File: config.mk
export PLATFORM = sky130hd
export DESIGN_NAME = paper_fetch_sched_flat
export DESIGN_NICKNAME = d
export VERILOG_FILES = /design/src/rtl/paper_fetch_sched_if.sv /design/src/rtl/paper_fetch_sched.sv /design/src/flat_wrapper.sv
export SDC_FILE = /design/constraint.sdc
export NUM_CORES = 1
export LEC_CHECK = 0
export ABC_CLOCK_PERIOD_IN_PS = 12040
export CAP_MARGIN = 15
export CELL_PAD_IN_SITES_DETAIL_PLACEMENT = 0
export CELL_PAD_IN_SITES_GLOBAL_PLACEMENT = 1
export CORE_ASPECT_RATIO = 2
export CORE_MARGIN = 8
export CORE_UTILIZATION = 47
export CTS_BUF_LIST = sky130_fd_sc_hd__clkbuf_8
export DETAILED_ROUTE_END_ITERATION = 10
export PLACE_DENSITY_LB_ADDON = 0.1
export SLEW_MARGIN = 20
export SYNTH_ARGS = -nofsm -noshare
export SYNTH_HDL_FRONTEND = slang
export SYNTH_SLANG_ARGS = --single-unit
File: constraint.sdc
create_clock -name clk_i -period 12.04 [get_ports clk_i]
set_input_delay 1.204 -clock clk_i [delete_from_list [all_inputs] [get_ports clk_i]]
set_output_delay 1.204 -clock clk_i [all_outputs]
set_load 0.02 [all_outputs]
File: src/rtl/paper_fetch_sched_if.sv
// AR request / R-beat bundle between the framebuffer fetch scheduler and the
// pixel FIFO front end.
interface paper_fetch_sched_if #(
    parameter int AddrWidth = 64
) ();
    logic [AddrWidth-1:0] ar_addr;
    logic [7:0]           ar_len;
    logic                 ar_valid;
    logic                 ar_ready;
    logic                 r_beat;
    logic                 r_last;

    modport master (output ar_addr, ar_len, ar_valid, input ar_ready, r_beat, r_last);
    modport slave  (input ar_addr, ar_len, ar_valid, output ar_ready, r_beat, r_last);
endinterface

File: src/rtl/paper_fetch_sched.sv
// Framebuffer read scheduler: walks a frame line by line issuing 4 KiB-safe AR bursts.
// Optional double buffering (fb_base_alt_i / swap_req_i / cur_buf_o) under PAPER_FETCH_DBLBUF_EN.
module paper_fetch_sched #(
    parameter int AxiAddrWidth   = 64,
    parameter int AxiDataWidth   = 64,
    parameter int BurstLen       = 16,
    parameter int FifoDepth      = 512,
    parameter int MaxOutstanding = 4
) (
    input  logic                        clk_i,
    input  logic                        rst_i,
    input  logic                        en_i,
    input  logic [AxiAddrWidth-1:0]     fb_base_i,
    input  logic [15:0]                 line_bytes_i,
    input  logic [15:0]                 stride_i,
    input  logic [15:0]                 lines_i,
    input  logic                        frame_start_i,
    input  logic [$clog2(FifoDepth):0]  fifo_fill_i,
`ifdef PAPER_FETCH_DBLBUF_EN
    input  logic [AxiAddrWidth-1:0]     fb_base_alt_i,
    input  logic                        swap_req_i,
    output logic                        cur_buf_o,
`endif
    paper_fetch_sched_if.master         axi,
    output logic                        busy_o,
    output logic                        frame_done_o,
    output logic                        late_o,
    output logic                        cfg_err_o
);
    localparam int BeatBytes = AxiDataWidth / 8;
    localparam int BeatShift = $clog2(BeatBytes);
    localparam int FillW     = $clog2(FifoDepth) + 1;
    localparam int CntW      = FillW + 2;
    localparam int OutW      = $clog2(MaxOutstanding + 1);

    localparam logic [2:0] S_IDLE    = 3'd0;
    localparam logic [2:0] S_WAIT_FS = 3'd1;
    localparam logic [2:0] S_CALC    = 3'd2;
    localparam logic [2:0] S_REQ     = 3'd3;
    localparam logic [2:0] S_DRAIN   = 3'd4;

    logic [2:0]              state_r, state_nx_s;
    logic [AxiAddrWidth-1:0] line_addr_r, ar_addr_r, cur_addr_s, sel_base_s;
    logic [15:0]             line_bytes_r, stride_r, lines_r, line_r, off_r, rem_beats_s;
    logic [12:0]             bnd_beats_s;
    logic [16:0]             off_adv_s;
    logic [8:0]              beats_s, beats_r;
    logic [7:0]              ar_len_r;
    logic [CntW-1:0]         inflight_r;
    logic [OutW-1:0]         outstanding_r;
    logic                    ar_valid_r, full_r, busy_r, frame_done_r, late_r, cfg_err_r, en_q_r;
    logic                    ar_hs_s, cfg_bad_s, accept_s, credit_ok_s, out_ok_s, line_end_s, last_line_s;

    function automatic logic addr_misaligned(input logic [AxiAddrWidth-1:0] a);
        return |(a & AxiAddrWidth'(BeatBytes - 1));
    endfunction

    function automatic logic len_misaligned(input logic [15:0] n);
        return |(n & 16'(BeatBytes - 1));
    endfunction

`ifdef PAPER_FETCH_DBLBUF_EN
    logic cur_buf_r, swap_pend_r;
    // The base a frame would start from if accepted now (pending swap applied).
    assign sel_base_s = (cur_buf_r ^ swap_pend_r) ? fb_base_alt_i : fb_base_i;
    assign cur_buf_o  = cur_buf_r;

    // Active-buffer select: a swap request takes effect at the next accepted frame.
    always_ff @(posedge clk_i or posedge rst_i) begin
        if (rst_i) begin
            cur_buf_r   <= 1'b0;
            swap_pend_r <= 1'b0;
        end else if (accept_s) begin
            cur_buf_r   <= cur_buf_r ^ swap_pend_r;
            swap_pend_r <= swap_req_i;
        end else begin
            swap_pend_r <= swap_pend_r | swap_req_i;
        end
    end
`else
    assign sel_base_s = fb_base_i;
`endif

    assign cfg_bad_s   = (line_bytes_i == 16'd0) || (lines_i == 16'd0) ||
                         len_misaligned(line_bytes_i) || addr_misaligned(sel_base_s);
    assign accept_s    = (state_r == S_WAIT_FS) && en_i && frame_start_i && !cfg_bad_s;
    assign ar_hs_s     = ar_valid_r & axi.ar_ready;

    // Burst sizing: the smallest of burst cap, rest of line and room before the 4 KiB page end.
    assign cur_addr_s  = line_addr_r + AxiAddrWidth'(off_r);
    assign rem_beats_s = (line_bytes_r - off_r) >> BeatShift;
    assign bnd_beats_s = (13'h1000 - {1'b0, cur_addr_s[11:0]}) >> BeatShift;
    assign beats_s     = (17'(rem_beats_s) < 17'(BurstLen)) ?
                         ((17'(bnd_beats_s) < 17'(rem_beats_s)) ? 9'(bnd_beats_s) : 9'(rem_beats_s)) :
                         ((17'(bnd_beats_s) < 17'(BurstLen))    ? 9'(bnd_beats_s) : 9'(BurstLen));
    assign credit_ok_s = (CntW'(fifo_fill_i) + inflight_r + CntW'(beats_s)) <= CntW'(FifoDepth);
    assign out_ok_s    = outstanding_r < OutW'(MaxOutstanding);
    assign off_adv_s   = {1'b0, off_r} + (17'(beats_r) << BeatShift);
    assign line_end_s  = off_adv_s >= {1'b0, line_bytes_r};
    assign last_line_s = (line_r + 16'd1) == lines_r;

    // Next-state logic of the frame walker.
    always_comb begin
        state_nx_s = state_r;
        case (state_r)
            S_IDLE: begin
                if (en_i) state_nx_s = S_WAIT_FS;
                else      state_nx_s = S_IDLE;
            end
            S_WAIT_FS: begin
                if (!en_i)         state_nx_s = S_IDLE;
                else if (accept_s) state_nx_s = S_CALC;
                else               state_nx_s = S_WAIT_FS;
            end
            S_CALC: begin
                if (!en_i)                       state_nx_s = S_DRAIN;
                else if (credit_ok_s && out_ok_s) state_nx_s = S_REQ;
                else                              state_nx_s = S_CALC;
            end
            S_REQ: begin
                if (!ar_hs_s)                                    state_nx_s = S_REQ;
                else if (!en_i || (line_end_s && last_line_s))   state_nx_s = S_DRAIN;
                else                                             state_nx_s = S_CALC;
            end
            S_DRAIN: begin
                if ((outstanding_r == {OutW{1'b0}}) && (inflight_r == {CntW{1'b0}}))
                    state_nx_s = en_i ? S_WAIT_FS : S_IDLE;
                else
                    state_nx_s = S_DRAIN;
            end
            default: state_nx_s = S_IDLE;
        endcase
    end

    // State register, status pulses and sticky error flags (cleared on rising enable).
    always_ff @(posedge clk_i or posedge rst_i) begin
        if (rst_i) begin
            state_r      <= S_IDLE;
            busy_r       <= 1'b0;
            frame_done_r <= 1'b0;
            late_r       <= 1'b0;
            cfg_err_r    <= 1'b0;
            en_q_r       <= 1'b0;
        end else begin
            state_r      <= state_nx_s;
            busy_r       <= (state_nx_s == S_CALC) || (state_nx_s == S_REQ) || (state_nx_s == S_DRAIN);
            frame_done_r <= (state_r == S_DRAIN) && (state_nx_s != S_DRAIN) && full_r;
            en_q_r       <= en_i;
            if (en_i && !en_q_r) begin
                late_r    <= 1'b0;
                cfg_err_r <= 1'b0;
            end else begin
                late_r    <= late_r | (frame_start_i & busy_r);
                cfg_err_r <= cfg_err_r |
                             ((state_r == S_WAIT_FS) & en_i & frame_start_i & cfg_bad_s);
            end
        end
    end

    // Frame geometry latch, line/offset walk and the AR request registers.
    always_ff @(posedge clk_i or posedge rst_i) begin
        if (rst_i) begin
            line_addr_r  <= {AxiAddrWidth{1'b0}};
            line_bytes_r <= 16'd0;
            stride_r     <= 16'd0;
            lines_r      <= 16'd0;
            line_r       <= 16'd0;
            off_r        <= 16'd0;
            full_r       <= 1'b0;
            ar_valid_r   <= 1'b0;
            ar_addr_r    <= {AxiAddrWidth{1'b0}};
            ar_len_r     <= 8'd0;
            beats_r      <= 9'd0;
        end else if (accept_s) begin
            line_addr_r  <= sel_base_s;
            line_bytes_r <= line_bytes_i;
            stride_r     <= stride_i;
            lines_r      <= lines_i;
            line_r       <= 16'd0;
            off_r        <= 16'd0;
            full_r       <= 1'b0;
        end else if ((state_r == S_CALC) && (state_nx_s == S_REQ)) begin
            ar_valid_r   <= 1'b1;
            ar_addr_r    <= cur_addr_s;
            ar_len_r     <= 8'(beats_s - 9'd1);
            beats_r      <= beats_s;
        end else if (ar_hs_s) begin
            ar_valid_r   <= 1'b0;
            if (line_end_s) begin
                line_r      <= line_r + 16'd1;
                off_r       <= 16'd0;
                line_addr_r <= line_addr_r + AxiAddrWidth'(stride_r);
                full_r      <= last_line_s;
            end else begin
                off_r       <= off_adv_s[15:0];
            end
        end
    end

    // Beats requested but not yet written, and bursts not yet closed by RLAST.
    always_ff @(posedge clk_i or posedge rst_i) begin
        if (rst_i) begin
            inflight_r    <= {CntW{1'b0}};
            outstanding_r <= {OutW{1'b0}};
        end else begin
            inflight_r    <= inflight_r + (ar_hs_s ? CntW'(beats_r) : {CntW{1'b0}})
                                        - (axi.r_beat ? CntW'(1'b1) : {CntW{1'b0}});
            outstanding_r <= outstanding_r + (ar_hs_s ? OutW'(1'b1) : {OutW{1'b0}})
                                           - ((axi.r_beat & axi.r_last) ? OutW'(1'b1) : {OutW{1'b0}});
        end
    end

    assign axi.ar_addr  = ar_addr_r;
    assign axi.ar_len   = ar_len_r;
    assign axi.ar_valid = ar_valid_r;
    assign busy_o       = busy_r;
    assign frame_done_o = frame_done_r;
    assign late_o       = late_r;
    assign cfg_err_o    = cfg_err_r;
endmodule

File: src/flat_wrapper.sv
// flat-port wrapper written by rule: the top's interface ports become plain ports
module paper_fetch_sched_flat 
#(
    parameter int AxiAddrWidth   = 64,
    parameter int AxiDataWidth   = 64,
    parameter int BurstLen       = 16,
    parameter int FifoDepth      = 512,
    parameter int MaxOutstanding = 4
)
  (clk_i, rst_i, en_i, fb_base_i, line_bytes_i, stride_i, lines_i, frame_start_i, fifo_fill_i, busy_o, frame_done_o, late_o, cfg_err_o, axi_ar_addr, axi_ar_len, axi_ar_valid, axi_ar_ready, axi_r_beat, axi_r_last);
  paper_fetch_sched_if #(.AddrWidth(64)) axi_i ();
  input  logic clk_i;
  input  logic rst_i;
  input  logic en_i;
  input  logic [AxiAddrWidth-1:0] fb_base_i;
  input  logic [15:0] line_bytes_i;
  input  logic [15:0] stride_i;
  input  logic [15:0] lines_i;
  input  logic frame_start_i;
  input  logic [$clog2(FifoDepth):0] fifo_fill_i;
  output logic busy_o;
  output logic frame_done_o;
  output logic late_o;
  output logic cfg_err_o;
  output wire logic [$bits(axi_i.ar_addr)-1:0] axi_ar_addr;
  output wire logic [$bits(axi_i.ar_len)-1:0] axi_ar_len;
  output wire logic [$bits(axi_i.ar_valid)-1:0] axi_ar_valid;
  input wire logic [$bits(axi_i.ar_ready)-1:0] axi_ar_ready;
  input wire logic [$bits(axi_i.r_beat)-1:0] axi_r_beat;
  input wire logic [$bits(axi_i.r_last)-1:0] axi_r_last;
  assign axi_ar_addr = axi_i.ar_addr;
  assign axi_ar_len = axi_i.ar_len;
  assign axi_ar_valid = axi_i.ar_valid;
  assign axi_i.ar_ready = axi_ar_ready;
  assign axi_i.r_beat = axi_r_beat;
  assign axi_i.r_last = axi_r_last;
  paper_fetch_sched #(.AxiAddrWidth(AxiAddrWidth), .AxiDataWidth(AxiDataWidth), .BurstLen(BurstLen), .FifoDepth(FifoDepth), .MaxOutstanding(MaxOutstanding)) u_core (.clk_i(clk_i), .rst_i(rst_i), .en_i(en_i), .fb_base_i(fb_base_i), .line_bytes_i(line_bytes_i), .stride_i(stride_i), .lines_i(lines_i), .frame_start_i(frame_start_i), .fifo_fill_i(fifo_fill_i), .axi(axi_i), .busy_o(busy_o), .frame_done_o(frame_done_o), .late_o(late_o), .cfg_err_o(cfg_err_o));
endmodule
# Word level (Yosys, flattened, before mapping)
# Cells that the tools add are included.
# op_classes
addsub,13
order_cmp,6
n_eq_ne,10
muxes,36
bitwise_logic,9
reduce_logical,33
# ops
op,count
64-bit two-way mux,4
64-bit by 16-bit adder with 64-bit output,2
16-bit two-way mux,8
9-bit two-way mux,4
16-bit logical NOT,2
16-bit by 12-bit adder with 17-bit output,1
17-bit by 16-bit >= comparator with 1-bit output,1
"16-bit by 1-bit adder with 16-bit output, second input constant",1
16-bit == test,1
16-bit subtractor,1
3-bit two-way mux,5
3-bit case mux with 5 select lines,1
10-bit by 13-bit < comparator with 1-bit output,1
"13-bit by 5-bit < comparator with 1-bit output, second input constant",1
1-bit two-way mux,13
"13-bit by 12-bit subtractor with 13-bit output, first input constant",1
10-bit by 12-bit adder with 12-bit output,1
12-bit adder,1
12-bit by 9-bit adder with 12-bit output,1
"3-bit by 2-bit == test with 1-bit output, second input constant",4
"12-bit by 10-bit <= comparator with 1-bit output, second input constant",1
12-bit logical NOT,1
12-bit subtractor,1
1-bit logical AND,10
20 further kinds,40
# totals
register_bits,250
inputBits,129
out_inout_bits,77
wordCells,126

# Depth between registers and ports, before layout
# Gate-level depths: netlist (run 1).
# depth
ltp_word,15
depth_mapped,35
mapped_depth_nobuf,31

# Worst setup path after synthesis (run 1)
# OpenSTA, ideal clock, no wires.
# synth_path
path_kind,reg2reg
startpoint,reg u_core.off_r[4]
endpoint,reg u_core.line_addr_r[44]
setup_ns,0.137
t_arrival_ns,7.218
required_ns,11.903
slack_ns,4.685
path_stages_with_launch,31
path_buffers,3
synth_period_minus_slack_ns,7.355
cell_sequence,dfrtp_1 ha_1 a21oi_1 o2111ai_1 xor2_1 or3_1 nor3_1 nor2_1 ha_1 nand2_1 nor3_1 nand3_1 o211a_1 a2111oi_4 mux2i_1 nand2_1 fa_1 inv_1 ha_1 a211oi_1 o31a_1 a21oi_1 a21o_1 a311o_1 a211oi_1 clkbuf_8 a21oi_1 clkbuf_1 clkbuf_1 a21oi_1 a21oi_1
# synth_via
elab_chain_cells,15
word_cells_on_any_way,26
cone_classes,5 x add/sub; 5 x order compare; 2 x eq/ne; 8 x mux; 6 x reduce/logical
# synth_rtl
element,line,source
"start, declared",paper_fetch_sched.sv:44,"logic [15:0] line_bytes_r, stride_r, lines_r, line_r, off_r, rem_beats_s;"
"start signal, assigned",paper_fetch_sched.sv:195,off_r <= off_adv_s[15:0];
64-bit by 16-bit adder with 64-bit output,paper_fetch_sched.sv:90,assign cur_addr_s = line_addr_r + AxiAddrWidth'(off_r);
13-bit by 12-bit subtractor with 13-bit output,paper_fetch_sched.sv:92,"assign bnd_beats_s = (13'h1000 - {1'b0, cur_addr_s[11:0]}) >> BeatShift;"
10-bit by 13-bit < comparator with 1-bit output or 10-bit by 5-bit < comparator with 1-bit output (tied branches),"paper_fetch_sched.sv:94, paper_fetch_sched.sv:95",
"9-bit two-way mux, on equally long branches","paper_fetch_sched.sv:94, paper_fetch_sched.sv:95",
9-bit two-way mux,paper_fetch_sched.sv:93,assign beats_s = (17'(rem_beats_s) < 17'(BurstLen)) ?
12-bit by 9-bit adder with 12-bit output,paper_fetch_sched.sv:96,assign credit_ok_s = (CntW'(fifo_fill_i) + inflight_r + CntW'(beats_s)) <= CntW'(FifoDepth);
12-bit by 10-bit <= comparator with 1-bit output,paper_fetch_sched.sv:96,
1-bit logical AND,paper_fetch_sched.sv:117,else if (credit_ok_s && out_ok_s) state_nx_s = S_REQ;
1-bit two-way mux,paper_fetch_sched.sv:117,
3-bit two-way mux,paper_fetch_sched.sv:116,if (!en_i) state_nx_s = S_DRAIN;
3-bit case mux with 5 select lines,paper_fetch_sched.sv:105,case (state_r)
3-bit by 2-bit == test with 1-bit output,paper_fetch_sched.sv:182,end else if ((state_r == S_CALC) && (state_nx_s == S_REQ)) begin
1-bit logical AND,paper_fetch_sched.sv:182,
2-bit by 1-bit inequality test with 1-bit output (no line),n/a,
3-bit AND reduction (no line) (*),n/a,
"end signal, assigned",paper_fetch_sched.sv:163,line_addr_r <= {AxiAddrWidth{1'b0}};
"end signal, assigned",paper_fetch_sched.sv:175,line_addr_r <= sel_base_s;
"end signal, assigned",paper_fetch_sched.sv:192,line_addr_r <= line_addr_r + AxiAddrWidth'(stride_r);
"end, declared",paper_fetch_sched.sv:43,"logic [AxiAddrWidth-1:0] line_addr_r, ar_addr_r, cur_addr_s, sel_base_s;"
# Mark *: on every way between the ends. The rest lies on a longest branch, timed or not.
# A chain may end at the register's enable or synchronous reset.

# Worst setup path after layout (run 1)
# layout_path
startpoint,reg u_core.off_r[3]
endpoint,reg u_core.line_addr_r[50]
# The elaborated chain is that of the path after synthesis.

==> summary.txt, run 1 <==
Floorplanning
  • Die width: 149.6 um
  • Std cell rows: about 100
  • Ports: ~210
  • Placeable Area: 35,440 um2
  • Starting Density: a little under half
  • Die Span Y: 283.2 um
  • Total die area: 42,350 um2

Logic synthesis
  • Sequential-to-total area share from yosys stat: 36.85%
  • Yosys Warn Count: 0
  • Top_reg_cell synth: dfrtp_1
  • Number of synthesized flops with an enable pin: 0
  • FFs w/ async S/R, synth: 100.0%
  • #FFs+latches synth: 247
  • Syn_nets: 2,262
  • Avg Cell Area, Syn: between 8 and 9 um2
  • Post-synthesis instance total: 2,011
  • Mapped Area: between 15,000 and 20,000 um2
  • Yosys cell types: 82

Pwr
  • VDD IR-drop max: 0.0001103 V
  • Pwr dens: 118.2 nW/um2
  • LEAKAGE: 8.741 nW

Route
  • DR iter-0 viols: between 1,000 and 1,500
  • Uppermost routed layer: met4
  • Drc violations: 0
  • WL met2: 24.37 mm
  • DRT Wirelength: approximately 52 mm
  • Via Count: 15,210
  • Met1 wire length: 22.91 mm
  • Met3 wire length: 3.408 mm
  • Vias/cell: 5.729
  • DRT Pass-1 Iters: 6
  • Antenna Violating Nets Remaining: 0
  • WL/cell: between 15 and 20 um

Clock network
  • Clock Tree Buf Depth: 3
  • Post-CTS Resized: 0
  • Worst skew pair latency: 0.58 ns
  • Root buf cell: clkbuf_8
  • Hold_buf cts: 0
  • TritonCTS clock tree: done
  • CTS Buf Count: 39
  • # clock sinks: 247
  • Clock transition at path regs: 0.07 ns
  • Number of setup buffers added after CTS: 0
  • CTS H-tree lvls: 2

GRT
  • Vias in the first global route: approximately 15,000
  • GR Overflow Total: 0
  • Pin count of the biggest net entering global routing: 117
  • First-pass GRT wire length: approximately 83 mm
  • Initial antenna violation count: 2
  • GRT Util Overall: 24.65%

Place
  • Post-DP Area: roughly 19,000 um2
  • I/O Buffers: ~210
  • GPL Wtd Cong: 0.9000
  • Post-DP HPWL: slightly below 40 mm

Worst setup path
  • Slowest stage cell, crit path: nor4_2
  • R2R cell count: 28
  • Most used cell, CP: ha_1
  • Startpoint type of the worst setup path: flip-flop
  • Crit path kind: reg2reg
  • Worst r2r src: u_core.off_r[3]
  • Max stage delay on crit path: 0.65 ns
  • Critical path peak fanout: 56
  • CP Capture Type: flip-flop
  • Reg2Reg Setup Slack: 3.03 ns
  • CP arrival: 9.48 ns
  • Worst path required time: approximately 13 ns
  • Reg-to-Reg End: u_core.line_addr_r[50]

Finish
  • Commonest non-fill, non-tap cell in the layout: nand2_1
  • Storage cell area: between 6000 and 7000 um2
  • Layout cells sized above 1: under 10%
  • Fin area: 20,010 um2
  • Nets@finish: 2,426
  • Area growth syn-to-layout: 19.29%
  • Multi-input gate area: 9791 um2
  • Most frequent cells in the layout: nand2_1 (343), dfrtp_1 (247), clkdlybuf4s50_1 (205)
  • Fillcell total: around 3,500

Hold path
  • HP Class: reg2reg
  • Worst Hold Path Cells: 2
  • Hold EP: u_core.axi.ar_addr[47]
  • Hold path startpoint: u_core.axi.ar_addr[47]

Timing
  • Clock skew: 0.03410 ns
  • Worst rel slew slack: 25.65%
  • Final hold vios: 0
  • Min cycle time layout: 9.010 ns
  • Worst-margin pin slew: between 1 and 1.5 ns
  • Final setup viols: 0
  • Part of the cycle the worst path needs: between 70% and 80%
  • Unrepaired setup endpoints after global routing: false
  • Setup TNS: 0 ns
  • Fmax: between 100 and 150 MHz
  • Slew Limit Fails: 0

Outcome
  • Status: finished clean

Job
  • Max-cap violations: 0
logic make-up after synthesis:
logic type / count (synthesis) / share of synthesized area [%]
muxes: 14 / 0.8579
DFF: 247 / 36.85
buffers and inverters: 218 / 5.110
xor gates and xnor gates: 132 / 6.893
AOI/OAI and AO/OA: 510 / 19.46
adders and majority gates: 122 / 9.728
and+or+nand+nor: 768 / 21.10
layer usage:
metal  GRT usage (%)  up-vias
li1                -     7416
met1           32.57     7148
met2           39.40      538
met3           4.040      103
met4           9.515        0
met5               0        -
synth_stat cells (7+ instances only):
library cell | number | share of area, %
a2111oi_0 | 7 | 0.37
a211oi_1 | 15 | 0.67
a21o_1 | 22 | 0.98
a21oi_1 | 101 | 3.0
a2bb2oi_1 | 8 | 0.42
a311oi_1 | 9 | 0.47
a31oi_1 | 18 | 0.67
and2_1 | 9 | 0.34
and3_1 | 22 | 0.82
clkbuf_1 | 84 | 1.9
dfrtp_1 | 247 | 37
fa_1 | 14 | 1.7
ha_1 | 108 | 8.1
inv_1 | 122 | 2.7
mux2i_1 | 11 | 0.66
nand2_1 | 343 | 7.7
nand2b_1 | 17 | 0.63
nand3_1 | 63 | 1.9
nand4_1 | 29 | 1.1
nor2_1 | 148 | 3.3
nor2b_1 | 15 | 0.56
nor3_1 | 43 | 1.3
nor4_1 | 22 | 0.82
o211ai_1 | 19 | 0.85
o21a_1 | 20 | 0.90
o21ai_0 | 166 | 5.0
o21bai_1 | 10 | 0.45
o22ai_1 | 22 | 0.82
o31ai_1 | 18 | 0.81
or2_2 | 10 | 0.37
or3_1 | 13 | 0.48
xnor2_1 | 78 | 4.1
xor2_1 | 54 | 2.8
power by group:
| part | internal [mW] | total (mW) | switching, mW |
|---|---|---|---|
| Sequential | 0.878 | 0.918 | 0.0406 |
| Combinational | 0.299 | 0.661 | 0.362 |
| Clock | 0.427 | 0.786 | 0.359 |
worst max-delay path by stage:
stage | from | to | slack (ns) | depth (start not counted)
after floorplan | rst_i | u_core.axi.ar_addr[0] | 4.05 | 1
after global placement | u_core.off_r[3] | u_core.line_addr_r[50] | 3.31 | 28
after detailed placement | u_core.off_r[3] | u_core.line_addr_r[60] | 3.08 | 28
after CTS | u_core.off_r[3] | u_core.line_addr_r[55] | 3.07 | 28
after global routing | u_core.off_r[3] | u_core.line_addr_r[55] | 2.30 | 28
final | u_core.off_r[3] | u_core.line_addr_r[50] | 3.03 | 28
layout make-up:
| type | count | area share (%) |
|---|---|---|
| Antenna cell | 2 | 0.02501 |
| Clock buffer | 55 | 3.783 |
| Clock inverter | 13 | 0.4440 |
| Inverter | 122 | 2.326 |
| Multi-Input combinational cell | 1546 | 48.93 |
| Sequential cell | 247 | 30.89 |
| Tap cell | 450 | 2.814 |
| Timing Repair Buffer | 219 | 10.78 |
state kept, by name (all words and copies together), names as in the netlist:
name and count:
u_core.busy_o 1, u_core.cfg_err_o 1, u_core.axi.ar_len 8, u_core.axi.ar_addr 64, u_core.line_r 16, u_core.line_addr_r 64
u_core.stride_r 16, u_core.inflight_r 12, u_core.beats_r 9, u_core.frame_done_o 1, u_core.line_bytes_r 16, u_core.en_q_r 1
u_core.state_r 3, u_core.outstanding_r 3, u_core.full_r 1, u_core.lines_r 16, u_core.off_r 13, u_core.late_o 1
u_core.axi.ar_valid 1
worst max-delay path, delay by kind of cell, from the launching register on:
family	cells	cell delay, ns
fa+ha+maj	4	1.51
mux	1	0.34
compound gates	12	3.60
buf+inv	3	0.95
simple gates	8	2.04
flops	1	0.42
metrics by stage:
step / hold WS, ns / instances / utilization, % / total power, mW / setup slack (ns)
global placement: 0.4596 / 2584 / 54.06 / 1.592 / 3.306
finish: 0.4750 / 2654 / 56.46 / 2.365 / 3.030
global route: 0.5018 / 2653 / 56.45 / 2.516 / 2.296
floorplan: 0.4523 / 2011 / - / 1.409 / 4.049
CTS: 0.4797 / 2652 / 56.45 / 2.394 / 3.071
detailed placement: 0.4644 / 2584 / 54.06 / 1.597 / 3.077
Note: power is estimated with default switching activity, not from simulation.
==> inputs of run 2 (changes only) <==
--- a/config.mk
+++ b/config.mk
@@ -5,13 +5,13 @@
 export SDC_FILE = /design/constraint.sdc
 export NUM_CORES = 1
 export LEC_CHECK = 0
-export ABC_CLOCK_PERIOD_IN_PS = 12040
+export ABC_CLOCK_PERIOD_IN_PS = 9500
 export CAP_MARGIN = 15
 export CELL_PAD_IN_SITES_DETAIL_PLACEMENT = 0
 export CELL_PAD_IN_SITES_GLOBAL_PLACEMENT = 1
 export CORE_ASPECT_RATIO = 2
 export CORE_MARGIN = 8
-export CORE_UTILIZATION = 47
+export CORE_UTILIZATION = 44
 export CTS_BUF_LIST = sky130_fd_sc_hd__clkbuf_8
 export DETAILED_ROUTE_END_ITERATION = 10
 export PLACE_DENSITY_LB_ADDON = 0.1
==> constraint.sdc (replaced) <==
create_clock -name clk_i -period 9.5 [get_ports clk_i]
set_input_delay 0.95 -clock clk_i [delete_from_list [all_inputs] [get_ports clk_i]]
set_output_delay 0.95 -clock clk_i [all_outputs]
set_load 0.02 [all_outputs]
==> run 2 against run 1 <==
Setup slack lost 2.4 ns. Worst hold slack gained 0.00051 ns. Count of clock-buffer cells in the layout shrank 4. Fmax grew 1.2%. Routed wire length grew 19%. Cell count grew 0.72%. Clock power grew 23%. First-iteration DRC count shrank 26%. Critical path depth is the same. Total power grew 27%.
==> summary.txt, run 2 (same netlist as run 1, synthesis figures left out) <==
Outcome
  • Status: finished clean

Worst setup path
  • CP arrival: 9.39 ns (-0.09 ns)
  • Crit path kind: reg2reg
  • Critical path peak fanout: 13 (-77%)
  • Startpoint type of the worst setup path: flip-flop
  • Max stage delay on crit path: 0.65 ns (about the same)
  • CP Capture Type: flip-flop
  • Worst path required time: 9.99 ns (-2.52 ns)
  • Slowest stage cell, crit path: a211oi_4

Route
  • DRT Wirelength: 62.66 mm (+19%)
  • WL/cell: 23.44 um (+19%)
  • Vias/cell: 5.846 (+2.0%)
  • DR iter-0 viols: 798 (-26%)
  • Antenna Violating Nets Remaining: 0 (unchanged)
  • Via Count: 15,630 (+2.8%)
  • DRT Pass-1 Iters: 7 (+1)
  • Drc violations: 0 (unchanged)

GRT
  • Met2 usage: 52.32% (+13 points)
  • GR Overflow Total: 0 (unchanged)
  • Initial antenna violation count: 1 (-1)
  • Gr busiest metal: met2
  • Met3 Usage GRT: 3.332% (-0.71 points)
  • Pin count of the biggest net entering global routing: 123 (+5.1%)
  • GRT Util Overall: 27.51% (+2.9 points)
  • First-pass GRT wire length: 94.81 mm (+14%)
  • Vias in the first global route: 16,180 (+8.1%)
  • M1 GR Usage: 26.63% (-5.9 points)

Floorplanning
  • Die width: 154.1 um (+3.0%)
  • Starting Density: 44.39% (-2.9 points)
  • Placeable Area: 37,790 um2 (+6.6%)
  • Ports: 206 (unchanged)
  • Die Span Y: 292.1 um (+3.2%)
  • Std cell rows: 101 (+3.1%)
  • Total die area: 45,000 um2 (+6.3%)

Place
  • GPL Wtd Cong: 0.9408 (+4.5%)
  • Placed Cells: 2,606 (+0.85%)
  • Post-DP Area: 19,250 um2 (+0.46%)
  • Post-DP HPWL: 48.75 mm (+26%)
  • I/O Buffers: 205 (unchanged)

Clock network
  • Number of setup buffers added after CTS: 0 (unchanged)
  • CTS H-tree lvls: 2 (unchanged)
  • Worst skew pair latency: 0.59 ns (about the same)
  • Hold_buf cts: 0 (unchanged)
  • # clock sinks: 247 (unchanged)
  • Root buf cell: clkbuf_8
  • TritonCTS clock tree: done
  • Clock Tree Buf Depth: 3 (unchanged)
  • Clock transition at path regs: 0.08 ns (about the same)
  • Post-CTS Resized: 0 (unchanged)
  • CTS Buf Count: 39 (unchanged)

Pwr
  • Pwr dens: 149.6 nW/um2 (+27%)
  • VDD IR-drop max: 0.0001147 V (+4.0%)
  • LEAKAGE: 8.760 nW (+0.22%)

Finish
  • Layout cells sized above 1: 5.613% (+0.25 points)
  • Nets@finish: 2,436 (+0.41%)
  • Most frequent cells in the layout: nand2_1 (343), dfrtp_1 (247), clkdlybuf4s50_1 (205)
  • Area growth syn-to-layout: 19.54%
  • Finished Layout Cells: 2,673 (+0.72%)
  • Fin area: 20,050 um2 (+0.21%)
  • Commonest non-fill, non-tap cell in the layout: nand2_1

Timing
  • Unrepaired setup endpoints after global routing: false
  • Part of the cycle the worst path needs: 93.77% (+19 points)
  • Min cycle time layout: 8.908 ns (-0.1026 ns)
  • Fmax: 112.3 MHz (+1.2%)
  • Slew Limit Fails: 0 (unchanged)
  • Worst-margin pin slew: 1.070 ns (-0.04543 ns)
  • Clock skew: 0.04435 ns (+0.01025 ns)
  • Final setup viols: 0 (unchanged)
  • Hold slack: 0.4755 ns (+0.0005100 ns)
  • Worst rel slew slack: 28.02% (+2.4 points)
  • Final hold vios: 0 (unchanged)
  • Setup TNS: 0 ns (unchanged)

Job
  • Max-cap violations: 0 (unchanged)

Hold path
  • HP Class: reg2reg
-- run 2: layout make-up --
cell class	count	area, um2
Tap cell	463	579.3
Clock buffer	51	701.9
Timing Repair Buffer	228	2225
Sequential cell	247	6181
Inverter	122	465.4
Antenna cell	1	2.502
Clock inverter	14	90.09
Fill cell	3651	17740
Multi-Input combinational cell	1547	9804
-- run 2: final timing paths --
kind                       cells past startpoint              startpoint  slack (ns)                 endpoint
setup / recovery                              28         u_core.off_r[4]        0.59   u_core.line_addr_r[27]
min in group asynchronous                      2                   rst_i        0.93  u_core.line_bytes_r[14]
setup reg to reg                              28         u_core.off_r[4]        0.59   u_core.line_addr_r[27]
max in group asynchronous                      3                   rst_i        6.97     u_core.inflight_r[2]
hold / removal                                 2  u_core.axi.ar_addr[30]        0.48   u_core.axi.ar_addr[30]
hold reg to reg                                2  u_core.axi.ar_addr[30]        0.48   u_core.axi.ar_addr[30]
-- run 2: power breakdown --
part           leakage, nW  total, mW  internal, mW  switching, mW
Combinational         5.01      0.870         0.384          0.487
Sequential            3.32       1.16          1.11         0.0513
Clock                0.435      0.964         0.506          0.459
-- run 2: worst max-delay path, delay by kind of cell (launching register included) --
kind                     cells  cell delay [ns]
AO/OA/AOI/OAI                9             3.29
XOR/XNOR                     1             0.23
adder cells (fa/ha/maj)      4             1.59
buffers and inverters        2             0.36
flip-flops                   1             0.45
multiplexers                 2             0.48
AND/OR/NAND/NOR             10             2.42
-- run 2: stage by stage --
stage,setup slack (ns),power (mW),util [%]
after floorplan,1.763,1.786,-
after global placement,0.9140,2.025,50.94
after detailed placement,0.6273,2.053,50.94
after CTS,0.6177,3.031,53.03
after global routing,0.05326,3.179,53.06
final,0.5922,2.998,53.06
-- run 2: metal layers --
layer	part of all wire, %	vias up	wire length, um
met5	0	-	0
met4	7.9	0	4948
met3	4.1	189	2540
met2	54	507	33990
met1	34	7510	21180
li1	-	7420	-
==> inputs of run 3 (changes only) <==
--- a/config.mk
+++ b/config.mk
@@ -14,8 +14,7 @@
 export CORE_UTILIZATION = 44
 export CTS_BUF_LIST = sky130_fd_sc_hd__clkbuf_8
 export DETAILED_ROUTE_END_ITERATION = 10
-export PLACE_DENSITY_LB_ADDON = 0.1
-export SLEW_MARGIN = 20
+export PLACE_DENSITY = 0.93
 export SYNTH_ARGS = -nofsm -noshare
 export SYNTH_HDL_FRONTEND = slang
 export SYNTH_SLANG_ARGS = --single-unit
==> run 3 against run 2 <==
Critical path depth decreased by 1. Total power up 3.0%. Routed wire length shrank 6.9%. Worst hold slack worse by 0.0029 ns. Cell count is 0.15% lower. Via count is 0.77% higher. Sequential share of layout area decreased by 0.11 points. Utilization increased by 0.19 points. Non-clock buffer count is 6 lower. Highest routed layer unchanged.
==> summary.txt, run 3 (same netlist as run 1, synthesis figures left out) <==
Finish
  • Multi-input gate area: 9789 um2 (-0.15%)
  • Core Util, Final: 53.25% (+0.19 points)
  • Storage cell area: 6181 um2 (unchanged)
  • Commonest non-fill, non-tap cell in the layout: nand2_1
  • Layout cells sized above 1: 5.351% (-0.26 points)
  • Nets@finish: 2,428 (-0.33%)
  • Area growth syn-to-layout: 19.96%
  • Fin area: 20,120 um2 (+0.36%)
  • Finished Layout Cells: 2,669 (-0.15%)
  • Fillcell total: 3,554 (-2.7%)
  • Most frequent cells in the layout: nand2_1 (343), dfrtp_1 (247), clkdlybuf4s50_1 (205)

GRT
  • First-pass GRT wire length: 90.17 mm (-4.9%)
  • Pin count of the biggest net entering global routing: 134 (+8.9%)
  • Initial antenna violation count: 1 (unchanged)
  • GRT Util Overall: 25.71% (-1.8 points)
  • GR Overflow Total: 0 (unchanged)
  • Vias in the first global route: 16,110 (-0.46%)

Clock network
  • CTS Buf Count: 38 (-2.6%)
  • Clock Tree Buf Depth: 3 (unchanged)
  • # clock sinks: 247 (unchanged)
  • Root buf cell: clkbuf_8
  • Number of setup buffers added after CTS: 0 (unchanged)
  • CTS H-tree lvls: 2 (unchanged)
  • Clock transition at path regs: 0.08 ns (about the same)
  • TritonCTS clock tree: done
  • Hold_buf cts: 0 (unchanged)
  • Post-CTS Resized: 0 (unchanged)
  • Worst skew pair latency: 0.59 ns (about the same)

Route
  • DRT Pass-1 Iters: 5 (-2)
  • DRT Wirelength: 58.35 mm (-6.9%)
  • Vias/cell: 5.900 (+0.92%)
  • Antenna Violating Nets Remaining: 0 (unchanged)
  • Via Count: 15,750 (+0.77%)
  • WL/cell: 21.86 um (-6.7%)
  • DR iter-0 viols: 931 (+17%)
  • Drc violations: 0 (unchanged)

Worst setup path
  • CP Capture Type: flip-flop
  • Worst path required time: 9.99 ns (about the same)
  • Critical path peak fanout: 21 (+8)
  • CP arrival: 9.31 ns (-0.08 ns)
  • Reg2Reg Setup Slack: 0.68 ns (+0.08 ns)
  • Crit path kind: reg2reg
  • Startpoint type of the worst setup path: flip-flop

Timing
  • Part of the cycle the worst path needs: 92.89% (-0.87 points)
  • Slew Limit Fails: 0 (unchanged)
  • Final worst slack: 0.6753 ns (+0.08312 ns)
  • Worst-margin pin slew: 0.9949 ns (-0.07488 ns)
  • Clock skew: 0.02183 ns (-0.02252 ns)
  • Hold slack: 0.4726 ns (-0.002910 ns)
  • Final setup viols: 0 (unchanged)
  • Final hold vios: 0 (unchanged)
  • Setup TNS: 0 ns (unchanged)
  • Worst rel slew slack: 32.74% (+4.7 points)
  • Min cycle time layout: 8.825 ns (-0.08312 ns)
  • Fmax: 113.3 MHz (+0.94%)
  • Unrepaired setup endpoints after global routing: false

Place
  • GPL Wtd Cong: 0.9617 (+2.2%)
  • Post-DP Area: 19,230 um2 (about the same)
  • Placed Cells: 2,600 (-0.23%)
  • Place WS: 0.8077 ns (+0.1804 ns)
  • I/O Buffers: 205 (unchanged)
  • Post-DP HPWL: 45.09 mm (-7.5%)

Pwr
  • Final Power: 3.088 mW (+3.0%)
  • LEAKAGE: 8.784 nW (+0.27%)
  • Pwr dens: 153.5 nW/um2 (+2.6%)
  • VDD IR-drop max: 0.0001007 V (-12%)

Floorplanning
  • Std cell rows: 101 (unchanged)
  • Die width: 154.1 um (unchanged)
  • Ports: 206 (unchanged)
  • Starting Density: 44.39% (unchanged)
  • Placeable Area: 37,790 um2 (unchanged)
  • Die Span Y: 292.1 um (unchanged)
  • Total die area: 45,000 um2 (unchanged)

Job
  • Max-cap violations: 0 (unchanged)

Outcome
  • Status: finished clean

Hold path
  • HP Class: reg2reg
## run 3: cell types whose count changed in the layout (fill, tap and decap cells not counted), sizes merged
cell and delta:
a21oi -1, buf -6, bufinv +5, clkbuf -6
clkinv +2, clkinvlp +1, inv +1
## run 3: report_power, final
| group | internal (mW) | switching [mW] | total [mW] |
|---|---|---|---|
| combinational | 0.383 | 0.482 | 0.865 |
| sequential | 1.11 | 0.0506 | 1.16 |
| clock | 0.599 | 0.462 | 1.06 |
| total | 2.09 | 0.994 | 3.09 |
## run 3: final timing paths
kind,from,endpoint,cells after the start
worst max-delay path,u_core.off_r[4],u_core.line_addr_r[46],27
worst min-delay path,u_core.axi.ar_addr[7],u_core.axi.ar_addr[7],2
worst max register to register,u_core.off_r[4],u_core.line_addr_r[46],27
worst min register to register,u_core.axi.ar_addr[7],u_core.axi.ar_addr[7],2
max in group asynchronous,rst_i,u_core.inflight_r[4],3
min in group asynchronous,rst_i,u_core.lines_r[0],2
## run 3: cell type report
| cell class | count | area share, % |
|---|---|---|
| Multi-Input combinational cell | 1546 | 48.65 |
| Clock buffer | 45 | 3.078 |
| Antenna cell | 1 | 0.01244 |
| Tap cell | 463 | 2.879 |
| Clock inverter | 23 | 1.325 |
| Timing Repair Buffer | 222 | 11.02 |
| Sequential cell | 247 | 30.72 |
| Inverter | 122 | 2.313 |
## run 3: critical path, stage by stage, from the launching register on
cell and delay, ns:
dfrtp_1 0.45, ha_1 0.40, a21oi_1 0.47, o2111ai_1 0.21, xor2_1 0.23, or3_1 0.45, nor3_1 0.30, nor2_1 0.12
ha_1 0.31, nand2_1 0.08, nor3_1 0.26, nand3_1 0.13, o211a_1 0.28, a2111oi_4 0.59, mux2i_1 0.37, nand2_1 0.18
fa_1 0.59, inv_1 0.07, ha_1 0.29, a211oi_1 0.33, o31a_1 0.24, mux2i_1 0.09, nor4_1 0.29, o2111ai_1 0.26
a211oi_4 0.43, or3_1 0.83, nor2_1 0.17, a311oi_1 0.30
## run 3: layer usage
| layer | wire length [um] | GRT usage (%) | vias to the layer above |
|---|---|---|---|
| li1 | - | - | 7409 |
| met1 | 19370 | 24.75 | 7550 |
| met2 | 30630 | 46.97 | 573 |
| met3 | 2775 | 3.791 | 214 |
| met4 | 5572 | 22.24 | 0 |
| met5 | 0 | 0 | - |
